==> src/rtl/div_radix2.sv <==
// Iterative radix-2 restoring divider for RV64M DIV/DIVU/REM/REMU and W variants.
// Optional DIV_FAST_EN: divide-by-zero and |dividend| < |divisor| retire straight from IDLE.
module div_radix2 (
   input  logic        clk,
   input  logic        rst,
   input  logic [63:0] operand1,
   input  logic [63:0] operand2,
   input  logic [2:0]  div_op,
   input  logic        req_valid,
   output logic        req_ready,
   output logic        resp_valid,
   output logic [63:0] resp_result
);

   typedef enum logic [1:0] {IDLE, CALC, FIX, DONE} state_t;

   state_t      state;
   logic [5:0]  cnt;
   logic [63:0] rem, quo, dvs, a_orig;
   logic        op_rem, op_w, q_neg, r_neg, dz;

   // request decode: width extension, signs and magnitudes
   logic        req_uns, req_w, sa, sb, req_dz;
   logic [63:0] a_ext, b_ext, a_mag, b_mag;

   always_comb begin
      req_uns = div_op[0];
      req_w   = div_op[2];
      if (req_w) begin
         a_ext = req_uns ? {32'b0, operand1[31:0]} : {{32{operand1[31]}}, operand1[31:0]};
         b_ext = req_uns ? {32'b0, operand2[31:0]} : {{32{operand2[31]}}, operand2[31:0]};
      end else begin
         a_ext = operand1;
         b_ext = operand2;
      end
      sa     = !req_uns && a_ext[63];
      sb     = !req_uns && b_ext[63];
      a_mag  = sa ? -a_ext : a_ext;
      b_mag  = sb ? -b_ext : b_ext;
      req_dz = (b_ext == 64'd0);
   end

   // one restoring step; a passing 65-bit trial leaves a difference below the divisor
   logic [64:0] r_sh;
   logic        ge;
   logic [63:0] rem_nxt, quo_nxt;

   always_comb begin
      r_sh    = {rem, quo[63]};
      ge      = (r_sh >= {1'b0, dvs});
      rem_nxt = ge ? (r_sh[63:0] - dvs) : r_sh[63:0];
      quo_nxt = {quo[62:0], ge};
   end

   logic [63:0] q_fix, r_fix, sel, fix_res;

   always_comb begin
      q_fix = q_neg ? -quo : quo;
      r_fix = r_neg ? -rem : rem;
      if (dz) begin
         q_fix = '1;
         r_fix = a_orig;
      end
      sel     = op_rem ? r_fix : q_fix;
      fix_res = op_w ? {{32{sel[31]}}, sel[31:0]} : sel;
   end

`ifdef DIV_FAST_EN
   logic        fast_hit;
   logic [63:0] fast_sel, fast_res;

   always_comb begin
      fast_hit = req_dz || (a_mag < b_mag);
      fast_sel = div_op[1] ? a_ext : (req_dz ? '1 : '0);
      fast_res = req_w ? {{32{fast_sel[31]}}, fast_sel[31:0]} : fast_sel;
   end
`endif

   always_ff @(posedge clk or negedge rst) begin
      if (!rst) begin
         state       <= IDLE;
         cnt         <= '0;
         rem         <= '0;
         quo         <= '0;
         dvs         <= '0;
         a_orig      <= '0;
         op_rem      <= 1'b0;
         op_w        <= 1'b0;
         q_neg       <= 1'b0;
         r_neg       <= 1'b0;
         dz          <= 1'b0;
         resp_result <= '0;
      end else begin
         case (state)
            IDLE: if (req_valid) begin
               op_rem <= div_op[1];
               op_w   <= req_w;
               q_neg  <= sa ^ sb;
               r_neg  <= sa;
               dz     <= req_dz;
               a_orig <= a_ext;
               dvs    <= b_mag;
               rem    <= '0;
               // W dividends are parked in the top half so 32 steps consume them
               quo    <= req_w ? {a_mag[31:0], 32'b0} : a_mag;
               cnt    <= req_w ? 6'd31 : 6'd63;
`ifdef DIV_FAST_EN
               if (fast_hit) begin
                  resp_result <= fast_res;
                  state       <= DONE;
               end else begin
                  state <= CALC;
               end
`else
               state  <= CALC;
`endif
            end
            CALC: begin
               rem <= rem_nxt;
               quo <= quo_nxt;
               if (cnt == 6'd0) state <= FIX;
               else             cnt   <= cnt - 6'd1;
            end
            FIX: begin
               resp_result <= fix_res;
               state       <= DONE;
            end
            default: state <= IDLE;
         endcase
      end
   end

   assign req_ready  = (state == IDLE);
   assign resp_valid = (state == DONE);

endmodule

==> config.mk <==
export PLATFORM = sky130hd
export DESIGN_NAME = div_radix2
export DESIGN_NICKNAME = d
export VERILOG_FILES = /design/src/rtl/div_radix2.sv
export SDC_FILE = /design/constraint.sdc
export NUM_CORES = 1
export LEC_CHECK = 0
export BUFFER_PORTS_ARGS = -buffer_cell sky130_fd_sc_hd__buf_2
export CELL_PAD_IN_SITES_DETAIL_PLACEMENT = 1
export CELL_PAD_IN_SITES_GLOBAL_PLACEMENT = 2
export CORE_MARGIN = 2
export CORE_UTILIZATION = 36
export DETAILED_ROUTE_END_ITERATION = 6
export HOLD_SLACK_MARGIN = 0.02
export PLACE_DENSITY_LB_ADDON = 0.1
export SKIP_LAST_GASP = 1
export SYNTH_ARGS = -nofsm -noshare
export SYNTH_HDL_FRONTEND = slang
export SYNTH_SLANG_ARGS = --single-unit
==> constraint.sdc <==
create_clock -name clk -period 4.2 [get_ports clk]
set_input_delay 0.84 -clock clk [delete_from_list [all_inputs] [get_ports clk]]
set_output_delay 0.84 -clock clk [all_outputs]
set_load 0.005 [all_outputs]
==> impl_metrics.sql, run 1 <==
INSERT INTO impl_metrics (metric_group, metric, value, unit) VALUES
('sta', 'report.final.slew_viol_count', '0', ''),
('critical_path', 'worst_r2r_end', 'rem[60]', ''),
('pwr', 'power.static_leakage', '0.0126', 'µW'),
('global_routing', 'grt_first_pass_wirelength', '170', 'mm'),
('sta', 'fin_skew', '0.0160', 'ns'),
('synthesis', 'synthesis.area', '24800', 'µm²'),
('global_routing', 'initial_antenna_violation_count', '3', ''),
('pwr', 'p_seq_frac', '0.234', ''),
('sta', 'hold_violations', '0', ''),
('sta', 'setup_total_negative_slack', '0', 'ns'),
('layout', 'layout.cells.most_common', 'sky130_fd_sc_hd__nand2_1', ''),
('floorplan', 'std_cell_rows', '96', ''),
('pwr', 'power.switching_fraction', '0.515', ''),
('critical_path', 'cp-end-kind', 'flop', ''),
('route', 'totalWireLength', '114', 'mm'),
('global_routing', 'maximum_number_of_pins_on_one_net_before_global_route_repair', '109', ''),
('critical_path', 'worst_path_cell_with_the_longest_stage_delay', 'sky130_fd_sc_hd__nor4b_1', ''),
('outcome', 'outcome', 'completed', ''),
('global_routing', 'grt_pass1_vias', '26100', ''),
('synthesis', 'post_synthesis_share_of_cell_area_spent_on_and_or_nand_and_nor_gates', '0.195', ''),
('critical_path', 'reg2reg_setup_slack', '0.04', 'ns'),
('place', 'gp_congestion', '0.974', ''),
('critical_path', 'worstPathRequired', '4.66', 'ns'),
('critical_path', 'cp.arrival', '4.62', 'ns'),
('pwr', 'cellInternalPower', '13500', 'µW'),
('synthesis', 'main_combinational_cell_family_by_area_after_synthesis', 'compound AO/OA/AOI/OAI gates', ''),
('cts', 'clock-root-buffer', 'sky130_fd_sc_hd__clkbuf_16', ''),
('synthesis', 'post_synth_cell_types', '69', ''),
('cts', 'cts_max_level', '2', ''),
('critical_path', 'rr_startpoint', 'dvs[48]', ''),
('cts', 'worstSkewPairLatency', '0.58', 'ns'),
('layout', 'syn2layout_area_growth', '16.9', '%'),
('cts', 'numCtsBuffers', '45', ''),
('synthesis', 'ys_warn_count', '0', ''),
('pwr', 'vdd.ir_drop.worst', '0.000574', 'V'),
('synthesis', 'avgSynthCellArea', '7.74', 'µm²'),
('pwr', 'comb_power_share', '0.614', ''),
('layout', 'ratio_of_cells_with_drive_above_1_in_the_final_layout', '0.134', ''),
('layout', 'most-common-layout-cells', '454 x sky130_fd_sc_hd__nand2_1, 402 x sky130_fd_sc_hd__o21ai_0, 331 x sky130_fd_sc_hd__dfrtp_1, 277 x sky130_fd_sc_hd__a21oi_1, 230 x sky130_fd_sc_hd__nor2_1', ''),
('global_routing', 'global_route.overflow_total', '0', ''),
('route', 'drt-vias-per-instance', '5.99', ''),
('sta', 'post-route-min-period', '4.16', 'ns'),
('sta', 'worst_pin_slew', '1.12', 'ns'),
('sta', 'setup_repair_after_global_routing_missed_its_margin', 'false', ''),
('cts', 'clock_sink_count', '333', ''),
('critical_path', 'worst-r2r-cell-count', '12', ''),
('critical_path', 'slowest_delay', '0.95', 'ns'),
('sta', 'max_clk_rate', '240', 'MHz'),
('place', 'port_buffers', '199', ''),
('route', 'route.vias.total', '25700', ''),
('critical_path', 'crit_fanout', '7', ''),
('synthesis', 'synthAdderAreaFrac', '0.0386', ''),
('layout', 'final_net_count', '3584', ''),
('pwr', 'net-switching-power', '14400', 'µW'),
('critical_path', 'path_class', 'reg -> reg', ''),
('sta', 'period_share', '0.990', ''),
('cts', 'cts_setup_buffers', '0', ''),
('floorplan', 'die_h', '266', 'µm'),
('route', 'drc_errors', '0', ''),
('floorplan', 'io_pins', '200', ''),
('pwr', 'clock_power_share', '0.152', ''),
('synthesis', 'share_of_the_synthesized_area_in_compound_gates_ao_oa_aoi_oai', '0.268', ''),
('global_routing', 'grt_use_total', '0.317', ''),
('synthesis', 'synth_seq_cells', '333', ''),
('floorplan', 'placeableCoreArea', '68300', 'µm²'),
('route', 'firstDrtPassIters', '7', ''),
('floorplan', 'die_x', '266', 'µm'),
('cts', 'post_cts_resize_count', '0', ''),
('floorplan', 'initial_utilization', '0.363', ''),
('layout', 'final_core_util', '0.424', ''),
('synthesis', 'synth_xor_area_frac', '0.102', '');
## how the worst max path moves through the flow
stage                       from      end  slack (ns)  cells past startpoint
floorplan           operand2[12]  dvs[62]        0.66                     10
global placement          rem[0]  rem[45]        0.06                     11
detailed placement       quo[63]  rem[60]        0.16                     14
CTS                      quo[63]  rem[60]        0.13                     14
global route             quo[63]  rem[48]        0.01                     17
finish                   dvs[48]  rem[60]        0.04                     12
## flip-flops by register name (all words and copies together), names as in the netlist
register	cells
a_orig	64
dvs	64
quo	64
rem	64
resp_result	64
cnt	6
state	2
dz	1
op_rem	1
op_w	1
q_neg	1
r_neg	1
## synthesized netlist by cell type (35+ instances only)
| library cell | instances | area, µm² |
|---|---|---|
| sky130_fd_sc_hd__xor2_1 | 147 | 1290 |
| sky130_fd_sc_hd__nand2_1 | 455 | 1710 |
| sky130_fd_sc_hd__o21ai_0 | 403 | 2020 |
| sky130_fd_sc_hd__nor3_1 | 65 | 325 |
| sky130_fd_sc_hd__or3_1 | 40 | 250 |
| sky130_fd_sc_hd__xnor2_1 | 142 | 1240 |
| sky130_fd_sc_hd__a22oi_1 | 35 | 263 |
| sky130_fd_sc_hd__nor4_1 | 41 | 257 |
| sky130_fd_sc_hd__o31ai_1 | 57 | 428 |
| sky130_fd_sc_hd__clkbuf_1 | 185 | 694 |
| sky130_fd_sc_hd__dfrtp_1 | 333 | 8330 |
| sky130_fd_sc_hd__ha_1 | 75 | 938 |
| sky130_fd_sc_hd__inv_1 | 128 | 480 |
| sky130_fd_sc_hd__nor2_1 | 234 | 878 |
| sky130_fd_sc_hd__nand3_1 | 59 | 295 |
| sky130_fd_sc_hd__a21oi_1 | 279 | 1400 |
## layer usage
metal,vias up,global-route usage,routed length (µm)
met2,727,0.534,54900
met5,-,0,23
met3,167,0.0280,4920
met4,4,0.141,5560
met1,13000,0.414,49100
li1,11800,-,-
## area by class of cell
cell class                      instances  area (µm²)
Clock inverter                         16         244
Antenna cell                            1        2.50
Sequential cell                       333        8340
Multi-Input combinational cell       2536       15300
Inverter                              128         480
Tap cell                              882        1100
Clock buffer                           66        1380
Timing Repair Buffer                  330        2160
Fill cell                            8303       39400
## metrics by stage
| step | power, µW | hold slack (ns) | instance area (µm²) | setup WS (ns) | std cells |
|---|---|---|---|---|---|
| 3_5_place_dp | 23400 | 0.468 | 27400 | 0.160 | 4209 |
| 4_1_cts | 27800 | 0.318 | 29000 | 0.129 | 4291 |
| 6_report | 27900 | 0.265 | 29000 | 0.0401 | 4292 |
| 3_3_place_gp | 23000 | 0.459 | 27300 | 0.0606 | 4208 |
| 2_1_floorplan | 16800 | 0.437 | 24800 | 0.657 | 3203 |
| 5_1_grt | 29900 | 0.332 | 29000 | 0.0132 | 4291 |
## power groups by stage
stage	Sequential, µW	Clock [µW]	Combinational (µW)
after floorplan	5660	0	11100
after global placement	6500	0	16500
after detailed placement	6540	0	16900
after CTS	6510	4310	17000
after global routing	6670	4420	18800
final	6540	4230	17100
## critical path: cells and delay by family, from the launching register on
kind | cells | cell delay (ns)
and+or+nand+nor | 6 | 2.45
xor gates and xnor gates | 1 | 0.13
AOI/OAI and AO/OA | 3 | 0.41
DFF | 1 | 0.56
buffers and inverters | 1 | 0.09
adders and majority gates | 1 | 0.43
## kinds of logic (layout without fill, tap and decap cells)
kind of cell | Yosys count | count (layout)
buffers and inverters | 334 | 540
flip-flops | 333 | 333
AO/OA/AOI/OAI | 1087 | 1087
multiplexers | 23 | 23
other | 0 | 1
XOR/XNOR | 289 | 289
adder cells (fa/ha/maj) | 76 | 76
AND/OR/NAND/NOR | 1061 | 1061
No activity file was read; power rests on OpenSTA's default activity.
==> run 2, diff against run 1 <==
==> config.mk (replaced) <==
export PLATFORM = sky130hd
export DESIGN_NAME = div_radix2
export DESIGN_NICKNAME = d
export VERILOG_FILES = /design/src/rtl/div_radix2.sv
export SDC_FILE = /design/constraint.sdc
export NUM_CORES = 1
export LEC_CHECK = 0
export BUFFER_PORTS_ARGS = -buffer_cell sky130_fd_sc_hd__buf_2
export CORE_UTILIZATION = 54
export DETAILED_ROUTE_END_ITERATION = 6
export HOLD_SLACK_MARGIN = 0.02
export PLACE_DENSITY = 0.73
export SKIP_LAST_GASP = 1
export SYNTH_ARGS = -nofsm -noshare
export SYNTH_HDL_FRONTEND = slang
export SYNTH_SLANG_ARGS = --single-unit
==> impl_metrics.sql, run 2 (synthesis results as in run 1) <==
INSERT INTO impl_metrics (metric_group, metric, value, unit) VALUES
('critical_path', 'cp.arrival', '4.41', 'ns'),
('critical_path', 'crit_fanout', '9', ''),
('critical_path', 'startpoint_type', 'flop', ''),
('route', 'firstDrtPassIters', '6', ''),
('route', 'drc_errors', '0', ''),
('place', 'dp_hpwl', '71.3', 'mm'),
('cts', 'cts_setup_buffers', '0', ''),
('global_routing', 'grt_use_total', '0.394', ''),
('global_routing', 'initial_antenna_violation_count', '4', ''),
('route', 'route.vias.total', '25900', ''),
('critical_path', 'worst-r2r-cell-count', '10', ''),
('cts', 'clk_path_buf_depth', '3', ''),
('sta', 'setup_total_negative_slack', '0', 'ns'),
('floorplan', 'die_h', '216', 'µm'),
('flow_run', 'timing.max_cap.violations', '0', ''),
('global_routing', 'grt_pass1_vias', '24400', ''),
('critical_path', 'crit_cells', '10', ''),
('layout', 'syn2layout_area_growth', '12.8', '%'),
('place', 'port_buffers', '199', ''),
('critical_path', 'critical_path.cell_chain', 'or4_1, or4_1, or3_1, nor3_1, nand2_1, nor4_1, mux2i_1, nor2_1, nor3_1, nor3_1', ''),
('sta', 'hold_violations', '0', ''),
('cts', 'post_cts_resize_count', '0', ''),
('cts', 'holdBufCountCts', '0', ''),
('outcome', 'outcome', 'completed', ''),
('hold_path', 'worstHoldPathType', 'in -> async', ''),
('critical_path', 'reg2reg_setup_slack', '0.25', 'ns'),
('cts', 'path_clk_slew', '0.06', 'ns'),
('layout', 'most-common-layout-cells', '454 x sky130_fd_sc_hd__nand2_1, 403 x sky130_fd_sc_hd__o21ai_0, 332 x sky130_fd_sc_hd__dfrtp_1, 277 x sky130_fd_sc_hd__a21oi_1, 229 x sky130_fd_sc_hd__nor2_1', ''),
('critical_path', 'crit_top_cell', 'sky130_fd_sc_hd__nor3_1', ''),
('sta', 'report.final.slew_viol_count', '0', ''),
('layout', 'fill_cells', '4138', ''),
('critical_path', 'slowest_delay', '0.62', 'ns'),
('layout', 'ratio_of_cells_with_drive_above_1_in_the_final_layout', '0.121', ''),
('floorplan', 'die_x', '216', 'µm'),
('sta', 'setup_viol', '0', ''),
('route', 'drt-initial-drc-count', '2851', ''),
('critical_path', 'worstPathRequired', '4.66', 'ns'),
('global_routing', 'grt_first_pass_wirelength', '143', 'mm'),
('route', 'drt-vias-per-instance', '6.52', ''),
('global_routing', 'global_route.overflow_total', '0', ''),
('critical_path', 'path_class', 'reg -> reg', ''),
('sta', 'relSlewSlack', '0.250', ''),
('pwr', 'power.static_leakage', '0.0123', 'µW'),
('critical_path', 'worst_r2r_end', 'resp_result[57]', ''),
('layout', 'multi_input_comb_area', '15300', 'µm²'),
('cts', 'clock_sink_count', '333', ''),
('critical_path', 'worst_path_cell_with_the_longest_stage_delay', 'sky130_fd_sc_hd__or4_1', ''),
('sta', 'period_share', '0.940', ''),
('cts', 'clock-root-buffer', 'sky130_fd_sc_hd__clkbuf_16', ''),
('sta', 'setup_repair_after_global_routing_missed_its_margin', 'false', ''),
('critical_path', 'cell_family_with_most_cp_delay', 'simple AND/OR/NAND/NOR gates', ''),
('route', 'avgRoutedWirePerCell', '23.6', 'µm'),
('floorplan', 'std_cell_rows', '78', ''),
('pwr', 'vdd.ir_drop.worst', '0.000502', 'V'),
('layout', 'layout.cells.most_common', 'sky130_fd_sc_hd__nand2_1', ''),
('place', 'gp_congestion', '1.01', ''),
('floorplan', 'placeableCoreArea', '45400', 'µm²'),
('pwr', 'power_density', '921', 'nW/µm²'),
('floorplan', 'die_area', '46800', 'µm²'),
('layout', 'final_net_count', '3548', ''),
('floorplan', 'initial_utilization', '0.546', ''),
('critical_path', 'cp_num_buf_inv', '0', ''),
('critical_path', 'rr_startpoint', 'rem[36]', ''),
('pwr', 'post-layout-total-power', '25800', 'µW'),
('cts', 'numCtsBuffers', '39', ''),
('sta', 'post-route-min-period', '3.95', 'ns'),
('global_routing', 'maximum_number_of_pins_on_one_net_before_global_route_repair', '117', ''),
('floorplan', 'io_pins', '200', ''),
('sta', 'max_clk_rate', '253', 'MHz'),
('layout', 'area.sequential', '8330', 'µm²'),
('sta', 'worst_pin_slew', '1.12', 'ns'),
('sta', 'fin_skew', '0.0234', 'ns'),
('cts', 'cts_tree', 'yes', ''),
('route', 'totalWireLength', '93.5', 'mm'),
('cts', 'cts_max_level', '2', ''),
('cts', 'worstSkewPairLatency', '0.60', 'ns'),
('route', 'drt.antenna.violating_nets', '0', ''),
('critical_path', 'cp-end-kind', 'flop', '');
==> run 2: cell count changes in the layout (fill, tap and decap cells not counted), moves of 2 or more <==
cell                        previous run  this run
sky130_fd_sc_hd__buf_4               117        95
sky130_fd_sc_hd__buf_12               13         6
sky130_fd_sc_hd__clkbuf_16            46        39
sky130_fd_sc_hd__clkbuf_8             15         8
sky130_fd_sc_hd__clkbuf_1              5        11
sky130_fd_sc_hd__clkinv_2              8         4
sky130_fd_sc_hd__bufinv_16             6         3
sky130_fd_sc_hd__nor4_1               39        41
sky130_fd_sc_hd__nor4_2                2         0
==> run 2: worst max path at each step <==
stage,start,end,slack [ns]
2_1_floorplan,operand2[12],dvs[62],0.66
3_3_place_gp,operand1[8],quo[63],0.34
3_5_place_dp,operand2[24],dvs[61],0.27
4_1_cts,rem[36],resp_result[57],0.36
5_1_grt,rem[36],resp_result[57],0.02
6_report,rem[36],resp_result[57],0.25
==> run 2: where the power goes <==
| group | leakage, µW | switching, µW | internal, µW |
|---|---|---|---|
| clock network | 0.000633 | 1490 | 2060 |
| logic | 0.00739 | 9960 | 5890 |
| registers | 0.00425 | 1740 | 4640 |
| total | 0.0123 | 13200 | 12600 |
==> run 2: final cells by class <==
cell class              count  share of cell area
repair buffers            300              0.0657
flip-flops and latches    333               0.298
clock inverters            12             0.00635
diodes                      2            0.000179
multi-input cells        2536               0.546
clock buffers              58              0.0403
inverters                 128              0.0172
well taps                 600              0.0268
==> run 2: routing by layer <==
layer / global-route usage / vias up / share of wire
met5: 0 / - / 0.00022
met4: 0.161 / 4 / 0.044
met3: 0.0915 / 249 / 0.093
met2: 0.606 / 1374 / 0.44
met1: 0.533 / 12500 / 0.42
li1: - / 11800 / -
==> run 2: per-stage QoR <==
step	instances	setup slack [ns]	utilization	instance area, µm²	hold slack [ns]
CTS	3967	0.358	0.617	28000	0.204
detailed placement	3897	0.270	0.588	26700	0.458
finish	3969	0.250	0.617	28000	0.200
floorplan	3203	0.657	-	24800	0.437
global route	3969	0.0179	0.617	28000	0.239
global placement	3897	0.338	0.588	26700	0.457
